`config.mk`:
```
export PLATFORM = sky130hd
export DESIGN_NAME = spwm_deadtime
export DESIGN_NICKNAME = d
export VERILOG_FILES = /design/src/rtl/spwm_pkg.sv /design/src/rtl/spwm_deadtime_leg.sv /design/src/rtl/spwm_deadtime.sv
export SDC_FILE = /design/constraint.sdc
export NUM_CORES = 1
export LEC_CHECK = 0
export BUFFER_PORTS_ARGS = -buffer_cell sky130_fd_sc_hd__buf_2
export CAP_MARGIN = 5
export CORE_ASPECT_RATIO = 1.25
export CORE_MARGIN = 2
export CORE_UTILIZATION = 40
export CTS_CLUSTER_SIZE = 12
export DETAILED_ROUTE_END_ITERATION = 10
export PLACE_DENSITY_LB_ADDON = 0.3
export SYNTH_ARGS = -nofsm -noshare
export SYNTH_HDL_FRONTEND = slang
export SYNTH_SLANG_ARGS = --single-unit
```
`constraint.sdc`:
```
create_clock -name clk -period 5.6 [get_ports clk]
set_clock_uncertainty 0.1 [all_clocks]
set_input_delay 0.84 -clock clk [delete_from_list [all_inputs] [get_ports clk]]
set_output_delay 0.84 -clock clk [all_outputs]
set_load 0.005 [all_outputs]
```
`src/rtl/spwm_pkg.sv`:
```
// spwm_pkg: shared leg state encoding and dead-time defaults
package spwm_pkg;
    localparam int DT_W_DEF = 8;
    localparam int DT_MIN_DEF = 1;
    localparam int IDLE_BIT = 0;
    localparam int DEAD_BIT = 1;
    localparam int HI_BIT = 2;
    localparam int LO_BIT = 3;
    typedef enum logic [3:0] {
        IDLE  = 4'b0001,
        DEAD  = 4'b0010,
        HI_ON = 4'b0100,
        LO_ON = 4'b1000
    } leg_state_t;
endpackage

```
`src/rtl/spwm_deadtime_leg.sv`:
```
// deadtime_leg: one half-bridge leg with input register, dead counter and one-hot FSM
module deadtime_leg
    import spwm_pkg::*;
#(
    parameter int DT_W = DT_W_DEF
) (
    input  logic            clk,
    input  logic            rst,
    input  logic            en,
    input  logic            fault,
    input  logic [DT_W-1:0] d,
    input  logic            spwm,
    output logic            hi,
    output logic            lo,
    output logic            busy
);
    leg_state_t state;
    logic in_q;
    logic [DT_W-1:0] cnt;

    // gates come straight from state flops so they cannot glitch
    assign hi = state[HI_BIT];
    assign lo = state[LO_BIT];
    assign busy = ~state[IDLE_BIT];

    // every switch passes through a full dead interval; disable/fault wins over everything
    always_ff @(posedge clk or posedge rst) begin
        if (rst) begin
            in_q <= 1'b0;
            state <= IDLE;
            cnt <= '0;
        end else begin
            in_q <= spwm;
            if (!en || fault) begin
                state <= IDLE;
                cnt <= '0;
            end else begin
                unique case (state)
                    IDLE: begin
                        state <= DEAD;
                        cnt <= d;
                    end
                    HI_ON: if (!in_q) begin
                        state <= DEAD;
                        cnt <= d;
                    end
                    LO_ON: if (in_q) begin
                        state <= DEAD;
                        cnt <= d;
                    end
                    DEAD: begin
                        cnt <= cnt - DT_W'(1);
                        if (cnt == DT_W'(1)) state <= in_q ? HI_ON : LO_ON;
                    end
                    default: state <= IDLE;
                endcase
            end
        end
    end
endmodule

```
`src/rtl/spwm_deadtime.sv`:
```
// spwm_deadtime: H-bridge gate drive with dead time, latched fault and enable
module spwm_deadtime
    import spwm_pkg::*;
#(
    parameter int DT_W = DT_W_DEF,
    parameter int DT_MIN = DT_MIN_DEF
) (
    input  logic            clk,
    input  logic            rst,
    input  logic            en,
    input  logic [DT_W-1:0] dead_time,
    input  logic            spwm_a,
    input  logic            spwm_b,
    input  logic            fault_in,
    input  logic            fault_clr,
    output logic            a_hi,
    output logic            a_lo,
    output logic            b_hi,
    output logic            b_lo,
    output logic            fault,
    output logic            active
);
    logic [DT_W-1:0] d;
    logic a_busy, b_busy;

    assign d = (dead_time < DT_W'(DT_MIN)) ? DT_W'(DT_MIN) : dead_time;

    deadtime_leg #(.DT_W(DT_W)) u_leg_a (
        .clk(clk), .rst(rst), .en(en), .fault(fault), .d(d), .spwm(spwm_a),
        .hi(a_hi), .lo(a_lo), .busy(a_busy)
    );

    deadtime_leg #(.DT_W(DT_W)) u_leg_b (
        .clk(clk), .rst(rst), .en(en), .fault(fault), .d(d), .spwm(spwm_b),
        .hi(b_hi), .lo(b_lo), .busy(b_busy)
    );

    // sticky fault: a clear request loses to a fault still present
    always_ff @(posedge clk or posedge rst) begin
        if (rst) begin
            fault <= 1'b0;
            active <= 1'b0;
        end else begin
            fault <= fault_in | (fault & ~fault_clr);
            active <= a_busy | b_busy;
        end
    end

    shoot_through: assert property (@(posedge clk) !(a_hi && a_lo) && !(b_hi && b_lo));
endmodule

```
Yosys cells after proc, flatten, opt, wreduce, memory -nomap -nowiden

Cells that the tools add are included.

Add/sub/neg operators: 2
$lt $le $gt $ge: 1
Equal/unequal tests: 16
Muxes and demuxes: 21
Bitwise logic cells: 6
Reduce and logical (&&, ||, !) cells: 8

Operator list:

| cell                                                                  | count |
|---|---|
| 8-bit one-hot mux with 4 select lines                                 | 2 |
| 8-bit 2-to-1 mux                                                      | 7 |
| 4-bit 2-to-1 mux                                                      | 10 |
| 4-bit one-hot mux with 4 select lines                                 | 2 |
| 8-bit by 1-bit == test with 1-bit output (second input constant)      | 2 |
| 8-bit by 1-bit subtractor with 8-bit output (second input constant)   | 2 |
| 3-bit AND reduction                                                   | 4 |
| 5-bit nonzero test                                                    | 2 |
| 4-bit by 1-bit == test with 1-bit output (second input constant)      | 2 |
| 4-bit by 2-bit == test with 1-bit output (second input constant)      | 2 |
| 4-bit by 3-bit == test with 1-bit output (second input constant)      | 2 |
| 4-bit == test (second input constant)                                 | 2 |
| 8-bit by 1-bit < comparator with 1-bit output (second input constant) | 1 |
| 3-bit by 1-bit != test with 1-bit output (second input constant)      | 2 |
| 3-bit by 2-bit != test with 1-bit output (second input constant)      | 2 |
| 3-bit != test (second input constant)                                 | 2 |
| 1-bit inverter                                                        | 3 |
| 1-bit bitwise OR                                                      | 2 |
| 1-bit AND                                                             | 1 |
| 1-bit logical NOT                                                     | 1 |
| 1-bit logical OR                                                      | 1 |

Register bits after elaboration: 28
Input bits: 15
Output and inout bits: 6
Logic and storage cells: 62

Longest topological paths before layout

Gate-level depths: netlist (run 1).

Depth in word-level cells: 5
Depth in mapped cells: 7
Gate-level depth less buffers: 6

By module

Synthesis (run 1) repeated with hierarchy kept, for this count alone.

Cells, all modules: 234
Area total of the unflattened synthesis: 2,019.4 um^2

By module, submodules not included:

| module        | instances | cells an instance | area an instance (um^2) | sequential area each (um^2) |
|---|---|---|---|---|
| deadtime_leg  | 2         | 109               | 948.4                   | 326.6 |
| spwm_deadtime | 1         | 16                | 122.6                   | 50.0 |

Least setup slack after synthesis (run 1)

No wires, ideal clock.

Kind: input-to-reg
From: input en
To: register u_leg_a.cnt[0]
Arrival: 1.668 ns
Setup slack: 3.746 ns
Stages on the path: 4
Buffers on the path: 1
Path through: nor2b_1 -> clkbuf_1 -> nand3_1 -> a32oi_1

Longest elaborated chain between the ends: 4

RTL lines:

| element                                                                                 | line                    | source |
|---|---|---|
| start: declaration                                                                      | spwm_deadtime.sv:10     | `input logic en,` |
| 1-bit logical NOT *                                                                     | spwm_deadtime_leg.sv:34 | `if (!en \|\| fault) begin` |
| 1-bit logical OR *                                                                      | spwm_deadtime_leg.sv:34 |  |
| 3-bit by 1-bit != test with 1-bit output (no source line), or another cell as far along | --                      |  |
| 3-bit AND reduction (no source line)                                                    | --                      |  |
| end signal: assignment                                                                  | spwm_deadtime_leg.sv:52 | `cnt <= cnt - DT_W'(1);` |
| end: declaration                                                                        | spwm_deadtime_leg.sv:19 | `logic [DT_W-1:0] cnt;` |

Every way passes the cells marked *; elsewhere a longest branch is shown, timed or not.
A chain may end at the register's enable or synchronous reset.

Worst setup path in the final report (run 1)

From: register u_leg_b.state[3]
To: register u_leg_b.cnt[7]

Longest elaborated chain between the ends: 3

RTL lines:

| element                                                                | line                    | source |
|---|---|---|
| start: declaration                                                     | spwm_deadtime_leg.sv:17 | `leg_state_t state;` |
| start signal: assignment                                               | spwm_deadtime_leg.sv:53 | `if (cnt == DT_W'(1)) state <= in_q ? HI_ON : LO_ON;` |
| 4-bit by 2-bit == test with 1-bit output, or another cell as far along | spwm_deadtime_leg.sv:38 | `unique case (state)` |
| 8-bit one-hot mux with 4 select lines, or another cell as far along    | spwm_deadtime_leg.sv:38 |  |
| 8-bit 2-to-1 mux or 3-bit AND reduction (tied branches)                | --                      |  |
| end signal: assignment                                                 | spwm_deadtime_leg.sv:52 |  |
| end: declaration                                                       | spwm_deadtime_leg.sv:19 |  |

Parallel ways exist; a longest one is shown, timed or not.

==> flow_summary_export.csv, run 1 <==
group,metric,value,unit
cts,cts_buffer_depth,2,
floorplan,num_rows,28,
worst_hold_path,hold_path.class,"reg -> reg",
critical_path,endpoint_kind,"flip-flop",
yosys,synth_nets,243,
cells_and_area,area_growth,8.75,%
cells_and_area,n_antenna_cell,0,
cts,clock-root-buffer,"clkbuf_8",
floorplan,io_pins,21,
timing,worst_pin_slew,679,ps
cells_and_area,layout-drive-gt1-share,0.161,
yosys,seq_area_frac_synth,0.361,
global_routing,first_global_vias,1687,
yosys,synth_edf_count,0,
floorplan,start_util,0.414,
yosys,synthCells,224,
floorplan,core_area,0.00469,sq mm
cts,cts_buffers,3,
critical_path,cp_max_fo,16,
yosys,yosys_warnings,0,
place,io_buffers,20,
yosys,ys_ff_latch,28,
drt,drt_iter0_drc,119,
yosys,ys.flop_type,"dfrtp_1",
place,dp_cells,292,
timing,hold_viol,0,
floorplan,dieArea,0.00544,sq mm
timing,slew_violations,0,
cts,clock_latency,270,ps
cts,cts_setup_buffers,0,
cells_and_area,final_util,0.451,
drt,vias_per_cell,6.01,
cts,clock-sinks,28,
cells_and_area,layout_commonest_cell,"dfrtp_1",
global_routing,grt_antenna_before_repair,0,
timing,grt_setup_unrepaired,"false",
power,static-leakage-power,0.834,nW
critical_path,startpoint_type,"flip-flop",
cts,cts_max_level,1,
timing,relSlewSlack,0.540,
yosys,postSynth.asyncResetShare,1.00,
timing,max_freq,457,MHz
drt,num_vias,1780,
yosys,synth.area.top_cells,"dfrtp_1, a21oi_1, nand2_1",
yosys,yosys.area.top_type_share,0.334,
global_routing,grt_pass1_wl,7940,um
flow_run,maxCapViolations,0,
drt,avgRoutedWirePerCell,15.7,um
timing,setup_violations,0,
timing,holdWs,423,ps
power,power.total,0.000486,W
place,place_congestion,0.809,
cts,clkTransAtPathRegs,100,ps
critical_path,arrival,2270,ps
power,ir_drop,152,uV
yosys,syn_area_per_cell,8.69,sq um
cells_and_area,layout_common_cells,"dfrtp_1, nand2_1, a21oi_1, buf_2, nor2_1",
drt,dr.pass1.iters,4,
floorplan,die_h,82.0,um
cells_and_area,nets,256,
drt,drcViolationCount,0,
power,power_density,230,mW/mm^2
timing,period_share,0.391,
yosys,synth_area,0.00195,sq mm
global_routing,overflow,0,
cts,cts_hold_buf,0,
global_routing,grt_util_all_layers,0.186,
drt,wl,4640,um
yosys,synth_top_area_cell,"dfrtp_1",
place,place_hpwl,3280,um
critical_path,r2r_setup_slack,3410,ps
timing,setup_tns,0,ps
cts,cts_tree,"built",
yosys,yosysUniqueCellTypes,50,
global_routing,grt_max_degree,29,
drt,ant_nets,0,
timing,min_period,2190,ps
critical_path,critical_path_class,"reg -> reg",
critical_path,cp.required,5680,ps
status,outcome,"finished clean",
cells_and_area,final_cells,296,
floorplan,die_w,66.4,um
cts,cts_resized,0,
[critical path, stage by stage (launching register included)]
cell	delay [ps]
dfrtp_1	500
or4b_1	860
nor4b_2	350
a21oi_1	80
o32ai_2	210
[report_power, final]
group	switching, W	leakage [nW]	total, W	internal (W)
clock network	0.0000644	0.0288	0.000127	0.0000630
registers	0.0000205	0.369	0.000237	0.000216
logic	0.0000705	0.436	0.000122	0.0000517
[worst paths after layout]
path / from / to / cells after the start
worst max register to register: u_leg_b.state[3] / u_leg_b.cnt[7] / 4
min in group asynchronous: rst / fault / 3
worst max-delay path: u_leg_b.state[3] / u_leg_b.cnt[7] / 4
max in group asynchronous: rst / u_leg_a.state[0] / 3
worst min-delay path: u_leg_b.state[0] / active / 1
worst min register to register: u_leg_b.state[0] / active / 1
[metal layers]
layer  track usage  vias to the layer above  wire length [um]
met5             0                        -                 0
met4        0.0673                        0                51
met3        0.0233                        7               186
met2         0.317                       39              2370
met1         0.242                      857              2030
li1              -                      877                 -
[registers in the layout (all words and copies together) (netlist names)]
register,count
active,1
u_leg_a.cnt,8
u_leg_b.cnt,8
u_leg_b.state,4
u_leg_b.in_q,1
fault,1
u_leg_a.in_q,1
u_leg_a.state,4
[through the flow]
| stage | setup WS, ps | instance area, sq um |
|---|---|---|
| 2_1_floorplan | 3750 | 1950 |
| 3_3_place_gp | 3510 | 2060 |
| 3_5_place_dp | 3470 | 2060 |
| 4_1_cts | 3410 | 2120 |
| 5_1_grt | 3270 | 2120 |
| 6_report | 3410 | 2120 |
[synth_stat cells (6+ instances only)]
library cell and number:
a21oi_1 20, buf_2 6, clkbuf_1 6, dfrtp_1 26, inv_1 14, nand2_1 21
nand3_1 8, nor2_1 16, nor3_1 9, o211ai_1 7, o221ai_1 6
[layout make-up]
| type | count | area (sq um) |
|---|---|---|
| clock buffers | 4 | 55.1 |
| fillers | 492 | 2580 |
| well taps | 60 | 75.1 |
| inverters | 14 | 52.6 |
| multi-input cells | 168 | 1110 |
| flip-flops and latches | 28 | 703 |
| repair buffers | 22 | 115 |
[kinds of logic (layout without fill, tap and decap cells)]
| group | Yosys count | in the layout | synth area share |
|---|---|---|---|
| AND/OR/NAND/NOR | 89 | 89 | 0.270 |
| AO/OA/AOI/OAI | 73 | 73 | 0.268 |
| adder cells (fa/ha/maj) | 4 | 4 | 0.0257 |
| XOR/XNOR | 2 | 2 | 0.00900 |
| flip-flops | 28 | 28 | 0.361 |
| buffers and inverters | 28 | 40 | 0.0656 |
(Power assumes the default switching activity.)
==> run 2: changes to the inputs <==
- clock period: 5.6 -> 1.95 ns (I/O delays scaled with it)
==> run 2 against run 1 <==
Core utilization grew 4.4 points. Die area unchanged. Final area up 9.8%. Maximum frequency increased by 19%. First-iteration DRC count up 35%. Worst setup slack got worse by 3300 ps.
==> flow_summary_export.csv, run 2 (synthesized netlist as in run 1, its figures left out) <==
group,metric,value,unit
floorplan,die_h,82.0,um
global_routing,busiest_layer,"met2",
timing,setup_tns,0,ps
global_routing,grtUsageMet1,0.237,
timing,grt_setup_unrepaired,"false",
cells_and_area,fill_cells,454,
floorplan,num_rows,28,
drt,num_vias,1892,
drt,wl,5040,um
floorplan,die_w,66.4,um
floorplan,dieArea,0.00544,sq mm
drt,dr.pass1.iters,5,
cts,clock-sinks,28,
cts,cts_tree,"built",
power,power_density,618,mW/mm^2
drt,vias_per_cell,5.89,
cells_and_area,final_cells,321,
place,post-place-ws,91.0,ps
power,ir_drop,320,uV
place,place_hpwl,3520,um
timing,max_freq,546,MHz
drt,drcViolationCount,0,
cells_and_area,reg.largest.list,"u_leg_a.cnt (8), u_leg_b.cnt (8)",
critical_path,cp_slowest_cell,"or4_4",
drt,ant_nets,0,
critical_path,endpoint_kind,"flip-flop",
global_routing,grt_antenna_before_repair,0,
critical_path,worstPathCellList,"or4_4 -> or4_1 -> a22oi_1 -> o22ai_1",
cells_and_area,n_antenna_cell,0,
power,power.total,0.00144,W
critical_path,cp.required,2030,ps
critical_path,cp_top_family,"simple AND/OR/NAND/NOR gates",
critical_path,path_buf_inv,0,
global_routing,grt_util_all_layers,0.200,
global_routing,grt_pass1_wl,8380,um
cts,cts_buffers,3,
timing,worst_pin_slew,486,ps
cells_and_area,layout_commonest_cell,"dfrtp_1",
timing,period_share,0.939,
timing,hold_viol,0,
place,io_buffers,20,
global_routing,use_met3,0.0205,
timing,holdWs,8.79,ps
timing,slew_violations,0,
critical_path,critical_path_class,"reg -> reg",
cts,clkTransAtPathRegs,100,ps
flow_run,maxCapViolations,0,
global_routing,grt_max_degree,29,
place,place_congestion,0.856,
floorplan,start_util,0.414,
drt,avgRoutedWirePerCell,15.7,um
critical_path,arrival,1910,ps
power,static-leakage-power,0.955,nW
place,dp_cells,313,
critical_path,startpoint_type,"flip-flop",
cts,clock_latency,290,ps
floorplan,io_pins,21,
timing,fin_ws,118,ps
cells_and_area,layout-drive-gt1-share,0.241,
timing,min_period,1830,ps
critical_path,cp_max_fo,5,
timing,setup_violations,0,
worst_hold_path,hold_path.class,"in -> reg",
global_routing,overflow,0,
cells_and_area,layout_common_cells,"dfrtp_1, buf_4, nand2_1",
global_routing,first_global_vias,1783,
critical_path,slowest_delay,540,ps
status,outcome,"finished clean",
cells_and_area,area_growth,19.4,%
cells_and_area,nets,281,
timing,relSlewSlack,0.675,
drt,drt_iter0_drc,161,
cts,clock-root-buffer,"clkbuf_8",
cts,cts_max_level,1,
floorplan,core_area,0.00469,sq mm
global_routing,met2_usage,0.366,
cts,cts_buffer_depth,2,
==> run 2: layout make-up <==
class / count / area [sq um] / area share
clock buffer: 4 / 45.0 / 0.0194
inverter: 14 / 52.6 / 0.0226
multi-input combinational: 168 / 1120 / 0.483
sequential: 28 / 706 / 0.304
tap: 60 / 75.1 / 0.0323
timing repair buffer: 47 / 324 / 0.139
==> run 2: metrics by stage <==
stage               area (sq um)   util
floorplan                   1950      -
global placement            2230  0.475
detailed placement          2230  0.475
CTS                         2290  0.487
global route                2320  0.495
finish                      2320  0.495
==> run 2: repair_timing <==
item	CTS	global route
endpoints found under the hold margin	26	1
hold buffers	1	1
gates resized for setup	0	5
setup buffers	0	2
endpoints found under the setup margin	0	4
==> run 2: power by group <==
| part | switching [W] | total, W | internal, W |
|---|---|---|---|
| Clock | 0.000194 | 0.000341 | 0.000147 |
| Sequential | 0.0000459 | 0.000669 | 0.000623 |
| Combinational | 0.000227 | 0.000427 | 0.000200 |
| Total | 0.000466 | 0.00144 | 0.000970 |
==> run 2: worst reg2reg max path: stages (launching register included) <==
cell and delay [ps]:
dfrtp_1 420, or4_4 540, or4_1 410, a22oi_1 150, o22ai_1 100
==> run 2: path summary, 6_finish.rpt <==
kind                                start                to  slack, ps  cells past startpoint
max                        u_leg_a.cnt[3]    u_leg_a.cnt[7]        120                      4
min                                spwm_a      u_leg_a.in_q          9                      1
max reg2reg                u_leg_a.cnt[3]    u_leg_a.cnt[7]        120                      4
min reg2reg                         fault             fault        420                      1
max in group asynchronous             rst  u_leg_a.state[0]        910                      4
min in group asynchronous             rst    u_leg_b.cnt[1]        520                      4
==> run 2: per-layer routing <==
| layer | vias to the layer above | share of wire | routed length [um] |
|---|---|---|---|
| met4 | 0 | 0.014 | 72 |
| met2 | 48 | 0.52 | 2650 |
| met3 | 5 | 0.034 | 170 |
| met5 | - | 0 | 0 |
| met1 | 912 | 0.43 | 2150 |
| li1 | 927 | - | - |
